**src/rtl/turing_pkg.sv**
```systemverilog
// Shared definitions for the iterative arithmetic units: shift directions
// understood by the Shifter and the state encoding of the multiplier FSM.
package turing_pkg;

    localparam logic DIR_LEFT  = 1'b0;
    localparam logic DIR_RIGHT = 1'b1;

    typedef enum logic [2:0] {
        IDLE,
        CHECK,
        ADD,
        SHIFT_A,
        WAIT_A,
        SHIFT_B,
        WAIT_B,
        DONE
    } mult_state_t;

endpackage

```
**src/rtl/multiplier.sv**
```systemverilog
// Iterative shift-and-add unsigned multiplier returning the low N bits of
// A*B. Owns no arithmetic: additions, zero tests and shifts are delegated
// to the shared Adder, Comparator and Shifter through the operand ports.
module multiplier
    import turing_pkg::*;
#(
    parameter int N = 4
) (
    input  logic         i_clock,
    input  logic         i_reset,
    input  logic         i_start,
    output logic         o_finished,
    input  logic [N-1:0] i_multiplicand,
    input  logic [N-1:0] i_multiplier,
    output logic [N-1:0] o_product,
    output logic         o_shifter_start,
    input  logic         i_shifter_finished,
    output logic         o_shifter_direction,
    output logic         o_shifter_rotate,
    output logic [N-1:0] o_shifter_iterations,
    output logic [N-1:0] o_shifter_value,
    input  logic [N-1:0] i_shifter_value,
    output logic [N-1:0] o_adder_augend,
    output logic [N-1:0] o_adder_addend,
    input  logic [N-1:0] i_adder_sum,
    output logic [N-1:0] o_comparator_left,
    output logic [N-1:0] o_comparator_right,
    input  logic         i_comparator_equal
);

    mult_state_t state, state_next;
    logic [N-1:0] acc, acc_next;
    logic [N-1:0] a, a_next;
    logic [N-1:0] b, b_next;

    // The running accumulator is the product; it is only meaningful in DONE.
    assign o_product = acc;

    // State and datapath registers, cleared together so a reset mid-shift
    // leaves nothing half-updated.
    always_ff @(posedge i_clock or negedge i_reset) begin
        if (!i_reset) begin
            state <= IDLE;
            acc   <= '0;
            a     <= '0;
            b     <= '0;
        end else begin
            state <= state_next;
            acc   <= acc_next;
            a     <= a_next;
            b     <= b_next;
        end
    end

    // Next-state, register updates and shared-unit operands; every unit sees
    // zero operands in states that do not use it.
    always_comb begin
        state_next           = state;
        acc_next             = acc;
        a_next               = a;
        b_next               = b;
        o_finished           = 1'b0;
        o_shifter_start      = 1'b0;
        o_shifter_direction  = DIR_LEFT;
        o_shifter_rotate     = 1'b0;
        o_shifter_iterations = '0;
        o_shifter_value      = '0;
        o_adder_augend       = '0;
        o_adder_addend       = '0;
        o_comparator_left    = '0;
        o_comparator_right   = '0;

        unique case (state)
            IDLE: begin
                if (i_start) begin
                    a_next     = i_multiplicand;
                    b_next     = i_multiplier;
                    acc_next   = '0;
                    state_next = CHECK;
                end
            end
            CHECK: begin
                o_comparator_left  = b;
                o_comparator_right = '0;
                if (i_comparator_equal) begin
                    state_next = DONE;
                end else if (b[0]) begin
                    state_next = ADD;
                end else begin
                    state_next = SHIFT_A;
                end
            end
            ADD: begin
                o_adder_augend = acc;
                o_adder_addend = a;
                acc_next       = i_adder_sum;
                state_next     = SHIFT_A;
            end
            SHIFT_A: begin
                o_shifter_start      = 1'b1;
                o_shifter_value      = a;
                o_shifter_direction  = DIR_LEFT;
                o_shifter_iterations = N'(1);
                if (i_shifter_finished) begin
                    a_next     = i_shifter_value;
                    state_next = WAIT_A;
                end
            end
            WAIT_A: begin
                if (!i_shifter_finished) begin
                    state_next = SHIFT_B;
                end
            end
            SHIFT_B: begin
                o_shifter_start      = 1'b1;
                o_shifter_value      = b;
                o_shifter_direction  = DIR_RIGHT;
                o_shifter_iterations = N'(1);
                if (i_shifter_finished) begin
                    b_next     = i_shifter_value;
                    state_next = WAIT_B;
                end
            end
            WAIT_B: begin
                if (!i_shifter_finished) begin
                    state_next = CHECK;
                end
            end
            DONE: begin
                o_finished = 1'b1;
                if (!i_start) begin
                    state_next = IDLE;
                end
            end
            default: begin
                state_next = IDLE;
            end
        endcase
    end

endmodule
```
**config.mk**
```make
export PLATFORM = sky130hd
export DESIGN_NAME = multiplier
export DESIGN_NICKNAME = d
export VERILOG_FILES = /design/src/rtl/turing_pkg.sv /design/src/rtl/multiplier.sv
export SDC_FILE = /design/constraint.sdc
export NUM_CORES = 1
export LEC_CHECK = 0
export BUFFER_PORTS_ARGS = -buffer_cell sky130_fd_sc_hd__buf_2
export CELL_PAD_IN_SITES_DETAIL_PLACEMENT = 0
export CELL_PAD_IN_SITES_GLOBAL_PLACEMENT = 2
export CORE_MARGIN = 4
export CORE_UTILIZATION = 22
export CTS_CLUSTER_SIZE = 12
export DETAILED_ROUTE_END_ITERATION = 8
export PLACE_DENSITY_LB_ADDON = 0.1
export SLEW_MARGIN = 20
export SYNTH_ARGS = -nofsm -noshare
export SYNTH_HDL_FRONTEND = slang
export SYNTH_SLANG_ARGS = --single-unit
```
**constraint.sdc**
```tcl
create_clock -name i_clock -period 1.3 [get_ports i_clock]
set_input_delay 0.26 -clock i_clock [delete_from_list [all_inputs] [get_ports i_clock]]
set_output_delay 0.26 -clock i_clock [all_outputs]
set_load 0.005 [all_outputs]
```
# [Word-level counts from Yosys, hierarchy flattened]
# Cells that the tools add are included.
# Widths: inputs -> output; s select.
[classes] reduce_logical=9 eq_ne=13 n_mux=24
[op_table] op="$pmux 4 s2" count=4
[op_table] op="$mux 4" count=7
[op_table] op="$pmux 3 s8" count=1
[op_table] op="$mux 3" count=7
[op_table] op="$eq 3x3->1 const B" count=4
[op_table] op="$ne 2x2->1 const B" count=6
[op_table] op="$eq 3x2->1 const B" count=2
[op_table] op="$reduce_and 3->1" count=2
[op_table] op="$reduce_and 6->1" count=1
[op_table] op="$reduce_bool 2->1" count=3
[op_table] op="$mux 1" count=5
[op_table] op="$eq 3x1->1 const B" count=1
[op_table] op="$logic_not 3->1" count=1
[op_table] op="$reduce_and 2->1" count=1
[op_table] op="$reduce_or 2->1" count=1
[totals] input_bits=21 register_bits=15 elab_cells=50

# [Longest topological paths before layout]
# Gate-level depths: netlist of the first run.
[logic_depth] depth_word=3 mapped_depth=5 mapped_depth_nobuf=4

# [Worst setup path before layout of the first run]
# No wires, ideal clock.
[synth_path] path_kind="reg-to-output" start="register state[1]" end="output port o_shifter_iterations[0]" setup_slack_ns=-0.111 path_stages_with_launch=5 t_arrival_ns=1.151 required_time_ns=1.040 path_buffers=3 cell_sequence="dfrtp_1 > buf_2 > clkbuf_1 > o22ai_1 > buf_4"
[synth_via] elab_chain_len=3
[synth_lines] element="start: declaration" line="multiplier.sv:31" source="mult_state_t state, state_next;"
[synth_lines] element="start signal: assignment" line="multiplier.sv:48" source="state <= state_next;"
[synth_lines] element="$eq 3x3->1 / $eq 3x2->1 (equally long branches)" line="multiplier.sv:73" source="unique case (state)"
[synth_lines] element="$reduce_or 2->1 (no source line) (*)"
[synth_lines] element="$mux 1 (*)" line="multiplier.sv:73"
[synth_lines] element="end: declaration" line="multiplier.sv:20" source="output logic [N-1:0] o_shifter_iterations,"
# Mark *: on every way between the ends. The rest lies on a longest branch, timed or not.

# [Worst setup path after layout of the first run]
[layout_path] start="register state[2]" end="output port o_comparator_left[2]"
[layout_via] elab_chain_len=2
[layout_lines] element="$eq 3x1->1" line="multiplier.sv:73"
[layout_lines] element="$mux 4" line="multiplier.sv:73"
[layout_lines] element="end: declaration" line="multiplier.sv:26" source="output logic [N-1:0] o_comparator_left,"
# Every way passes these cells.

==> impl_results.md, run 1 <==
* Status: complete, but fails checks
* Failing checks: negative setup slack
* Max Buffers Root-to-Sink at 2
* DRC violations left at 0
* Grt total ovfl at 0
* Crit path largest cell delay at 0.47 ns
* Root buf cell: clkbuf_8
* Share of cells above drive strength 1 at 0.580
* CTS buffer count at 3
* Met1 usage at 0.140
* Count of state elements after synthesis at 15
* Final WS setup at -0.265 ns
* Vias at 1,022
* Number of global-route vias before repair at 1,049
* Leakage dissipation at 0.828 nW
* DR vias/cell at 4.39
* Hold path endpoint: o_product[3]$_DFFE_PN0P_
* Initial antenna violation count at 0
* Clock transition at path regs at 0.06 ns
* Async SR Flop Fraction at 1.00
* Total buffers and inverters traversed by the critical path at 2
* Max frequency at 0.639 GHz
* Sink Count at 15
* Starting Density at 0.229
* # rows at 24
* Sequential fraction of the synthesis area at 0.373
* Largest net degree at the start of global routing at 16
* Family with the most delay on the worst path: flip-flops
* Minimum clock period at 1.56 ns
* Worst skew pair latency at 0.25 ns
* Place WS at -0.168 ns
* Ant diodes at 0
* Worst path arrival time at 1.30 ns
* Most common cell after layout, fill and taps aside: buf_2
* Yosys warning count at 0
* Mean Syn Cell Area at 9.23 um^2
* Busiest grt layer: met2
* Pwr Density at 2380 mW/mm^2
* Fin nets at 203
* H-Tree Level Count at 1
* Core area at 0.00438 mm^2
* GRT Total Usage at 0.113
* Layout area overhead at 62.9%
* Port bufs at 44
* Startpoint class of the critical path: flip-flop
* First-pass iteration count of the detailed router at 4
* Chip width at 75.6 um
* Max VDD drop at 0.000811 V
* Overall routed net length at 3160 um
* Dpl hpwl at 2410 um
* Chip height at 75.6 um
* Worst hold stages at 2
* # fillers at 464
* Clock skew at 0.00420 ns
* GP Congestion at 0.721
* WP data required at 1.04 ns
* Worst Setup SP: state[2]$_DFFE_PN0P_
* Slowest cell on crit path: dfrtp_2
* Post-synth EDFFs at 0
* FF-to-FF Start: state[1]$_DFFE_PN0P_
* HP Class: input pin to flip-flop
* Hold path start: i_adder_sum[3]
* DRT iter0 DRCs at 14
* DRT antenna net count at 0
* CP Cell Sequence: nor3b_2 > buf_4 > and2_4 > buf_6
* Worst R2R Path Depth at 5
* Maximum capacitance violations at 0
* Commonest cells after routing, fill and taps aside: buf_2 (41), buf_4 (18), buf_6 (14)
* Dominant synthesized flop cell: dfrtp_1
* WL/cell at 13.6 um
* Reg-to-reg slack, setup at -0.24 ns
* Final setup fails at 29
* Mapped Area at 0.00101 mm^2
* Worst path depth at 4
* Cells after Synth at 109
* CP endpoint kind: output port
* Met3 usage at 0.0158
* RSZ-0062 raised after global routing: yes
* Met2 global-route usage at 0.199
* Worst Setup Path Type: flip-flop to output port
* Crit share post-route at 1.20
* CTS tree: yes
* Fin Setup TNS at -6.38 ns
* Distinct cells, synth at 27
* Fin. max-slew vios at 0
* Max FO, Critical Path at 6
* First-pass GRT wire length at 4890 um
* Die Footprint at 0.00572 mm^2
* Worst r2r dst: a[3]$_DFFE_PN0P_
* I/O Pins at 53
* Final hold vios at 0
sequential cells by signal, indices dropped and copies added, names as in the netlist:
register	count
a	4
b	4
o_product	4
state	3
routing by layer:
metal | vias to the layer above | share of wire
met3 | 2 | 0.038
li1 | 512 | -
met5 | - | 0
met4 | 0 | 0.0066
met2 | 19 | 0.51
met1 | 489 | 0.44
stage by stage:
stage               hold slack (ns)  power [mW]  instances  utilization  area [um^2]
floorplan                   -0.0356        2.08        116            -         1050
global placement              0.206        2.90        217        0.312         1370
detailed placement            0.201        2.92        217        0.312         1370
CTS                           0.224        3.64        231        0.348         1530
global route                  0.242        4.22        233        0.374         1640
finish                        0.233        3.90        233        0.374         1640
where the power goes:
part / internal (mW) / switching [mW] / leakage (nW)
clock network: 0.217 / 0.163 / 0.0228
logic: 1.45 / 1.11 / 0.635
registers: 0.705 / 0.256 / 0.170
total: 2.38 / 1.53 / 0.828
repair_timing:
item / 4_1_cts / 5_1_grt
pin swaps: 12 / 8
endpoints found under the setup margin: 34 / 32
setup buffers: 11 / 3
gates resized for setup: 15 / 26
hold endpoints to repair: 15 / 0
hold buffers: 1 / 0
final cells by class:
cell class	instances	area, um^2	share of cell area
Timing Repair Buffer	74	508	0.310
Multi-Input combinational cell	87	638	0.389
Tap cell	52	65.1	0.0397
Clock buffer	4	45.0	0.0275
Sequential cell	15	379	0.231
Inverter	1	3.75	0.00229
worst max-delay path by stage:
stage / endpoint / slack (ns)
after detailed placement: a[0]$_DFFE_PN0P_ / -0.17
after global routing: o_shifter_value[0] / -0.34
after global placement: a[0]$_DFFE_PN0P_ / -0.15
after CTS: o_shifter_value[3] / -0.27
after floorplan: o_shifter_iterations[0] / 0.01
final: o_comparator_left[2] / -0.26
worst reg2reg max path: stages (launching register included):
cell and delay [ns]:
dfrtp_2 0.46, buf_4 0.15, or3b_4 0.40, a21oi_4 0.28, nor2_1 0.07, a21oi_1 0.11
Yosys cell counts, types with 2 or more instances:
cell type / count / area share
a21oi_1: 13 / 0.065
buf_4: 11 / 0.082
mux2i_1: 9 / 0.090
a22o_1: 8 / 0.070
nand3_1: 2 / 0.010
o22ai_1: 2 / 0.012
dfrtp_1: 15 / 0.37
a21oi_4: 2 / 0.032
nor2_1: 14 / 0.052
nor2_4: 2 / 0.022
and3_1: 8 / 0.050
nand2b_1: 2 / 0.012
and2_1: 5 / 0.031
nand2_1: 3 / 0.011
cells by family after synthesis:
family / count (synthesis) / share of synthesized area
AND/OR/NAND/NOR: 41 / 0.229
adder cells (fa/ha/maj): 1 / 0.00995
AO/OA/AOI/OAI: 28 / 0.200
buffers and inverters: 14 / 0.0945
other: 1 / 0.00373
flip-flops: 15 / 0.373
multiplexers: 9 / 0.0896
Note: power is estimated with default switching activity, not from simulation.
==> run 2: changes to the inputs <==
CELL_PAD_IN_SITES_GLOBAL_PLACEMENT = 1   (was 2)
CORE_UTILIZATION = 28   (was 22)
PLACE_DENSITY = 0.8   (was not set)
PLACE_DENSITY_LB_ADDON = not set   (was 0.1)
==> impl_results.md, run 2 (synthesized netlist as in run 1, its figures left out) <==
* Commonest cells after routing, fill and taps aside: buf_2 (44), buf_4 (21), nor2_1 (14)
* Fin nets at 198
* Share of cells above drive strength 1 at 0.460
* Crit path largest cell delay at 0.47 ns
* Overall routed net length at 2810 um
* WP data required at 1.04 ns
* DR vias/cell at 4.57
* HP Class: input pin to flip-flop
* Max FO, Critical Path at 6
* First-pass iteration count of the detailed router at 4
* Minimum clock period at 1.59 ns
* Vias at 1,014
* Clock skew at 0.000438 ns
* Most common cell after layout, fill and taps aside: buf_2
* Fin. max-slew vios at 0
* H-Tree Level Count at 1
* GRT Total Usage at 0.127
* Worst Setup Path Type: flip-flop to output port
* Worst path depth at 4
* CTS tree: yes
* Max Buffers Root-to-Sink at 2
* FF-to-FF Start: state[2]$_DFFE_PN0P_
* DRT iter0 DRCs at 46
* Leakage dissipation at 0.754 nW
* Max VDD drop at 0.000650 V
* Status: complete, but fails checks
* Chip height at 67.9 um
* Pwr Density at 2280 mW/mm^2
* GP Congestion at 0.762
* # rows at 21
* Layout area overhead at 44.4%
* Final WS setup at -0.288 ns
* Core area at 0.00342 mm^2
* Failing checks: negative setup slack
* Port bufs at 44
* Crit share post-route at 1.22
* Root buf cell: clkbuf_4
* Dpl hpwl at 2180 um
* Starting Density at 0.295
* End-of-flow core utilization at 0.425
* Final hold vios at 0
* Placed inst area at 0.00136 mm^2
* I/O Pins at 53
* Family with the most delay on the worst path: flip-flops
* Worst hold stages at 2
* Number of global-route vias before repair at 943
* Worst path arrival time at 1.33 ns
* RSZ-0062 raised after global routing: yes
* Worst Setup SP: state[2]$_DFFE_PN0P_
* Chip width at 67.9 um
* Sink Count at 15
* Final Cell Area at 0.00145 mm^2
* Die Footprint at 0.00462 mm^2
* Initial antenna violation count at 0
* WL/cell at 12.7 um
* Max frequency at 0.630 GHz
* Hold path start: i_adder_sum[1]
* DRT antenna net count at 0
* Final setup fails at 29
* Grt total ovfl at 0
* DRC violations left at 0
* Clock transition at path regs at 0.10 ns
* Worst skew pair latency at 0.29 ns
* Placed cells at 211
* CP Cell Sequence: buf_4 > nor2_4 > a22o_1 > buf_2
* Startpoint class of the critical path: flip-flop
* Total power at 3.31 mW
* First-pass GRT wire length at 4410 um
* Largest net degree at the start of global routing at 16
* Ant diodes at 0
* Maximum capacitance violations at 0
* Place WS at -0.183 ns
* Slowest cell on crit path: dfrtp_2
* CTS buffer count at 3
* CP endpoint kind: output port
* Total buffers and inverters traversed by the critical path at 2
* Worst R2R Path Depth at 5
* Finished Layout Cells at 222
-- run 2: cell types whose count changed in the layout (fill, tap and decap cells not counted), moves of 3 or more --
cell,change
a21oi_1,+5
a21oi_2,-5
and2_1,+3
and2_4,-3
buf_2,+3
buf_4,+3
buf_6,-12
clkbuf_4,+3
clkbuf_8,-3
nor2_1,+3
nor2_2,-3
-- run 2: final cells by class --
cell class | count | area (um^2)
inverters | 1 | 3.75
well taps | 46 | 57.6
multi-input cells | 87 | 568
flip-flops and latches | 15 | 379
fillers | 360 | 1960
clock inverters | 1 | 7.51
repair buffers | 69 | 414
clock buffers | 3 | 22.5
-- run 2: per-layer routing --
layer | track usage | vias up | share of wire
li1 | - | 504 | -
met1 | 0.158 | 470 | 0.42
met2 | 0.215 | 36 | 0.50
met3 | 0.0345 | 4 | 0.065
met4 | 0.0347 | 0 | 0.011
met5 | 0 | - | 0
-- run 2: final timing paths --
path	end	slack (ns)
setup reg to reg	b[3]$_DFFE_PN0P_	-0.25
hold / removal	o_product[1]$_DFFE_PN0P_	0.19
max in group asynchronous	state[1]$_DFFE_PN0P_	0.62
hold reg to reg	o_product[2]$_DFFE_PN0P_	0.53
setup / recovery	o_shifter_value[1]	-0.29
min in group asynchronous	o_product[1]$_DFFE_PN0P_	0.40
-- run 2: report_power, final --
| part | leakage [nW] | internal, mW | switching [mW] |
|---|---|---|---|
| Combinational | 0.570 | 1.13 | 0.962 |
| Sequential | 0.170 | 0.703 | 0.236 |
| Clock | 0.0139 | 0.117 | 0.165 |
-- run 2: timing repair --
| action | 4_1_cts | 5_1_grt |
|---|---|---|
| gates resized for setup | 6 | 0 |
| hold endpoints to repair | 15 | 0 |
| endpoints found under the setup margin | 35 | 33 |
| pin swaps | 8 | 0 |
| setup buffers | 6 | 0 |
| hold buffers | 1 | 0 |
-- run 2: through the flow --
| stage | TNS, ns | hold WS (ns) |
|---|---|---|
| 6_report | -6.90 | 0.186 |
| 5_1_grt | -9.30 | 0.184 |
| 4_1_cts | -7.05 | 0.183 |
| 3_5_place_dp | -2.98 | 0.185 |
| 3_3_place_gp | -1.66 | 0.182 |
| 2_1_floorplan | 0 | -0.0356 |
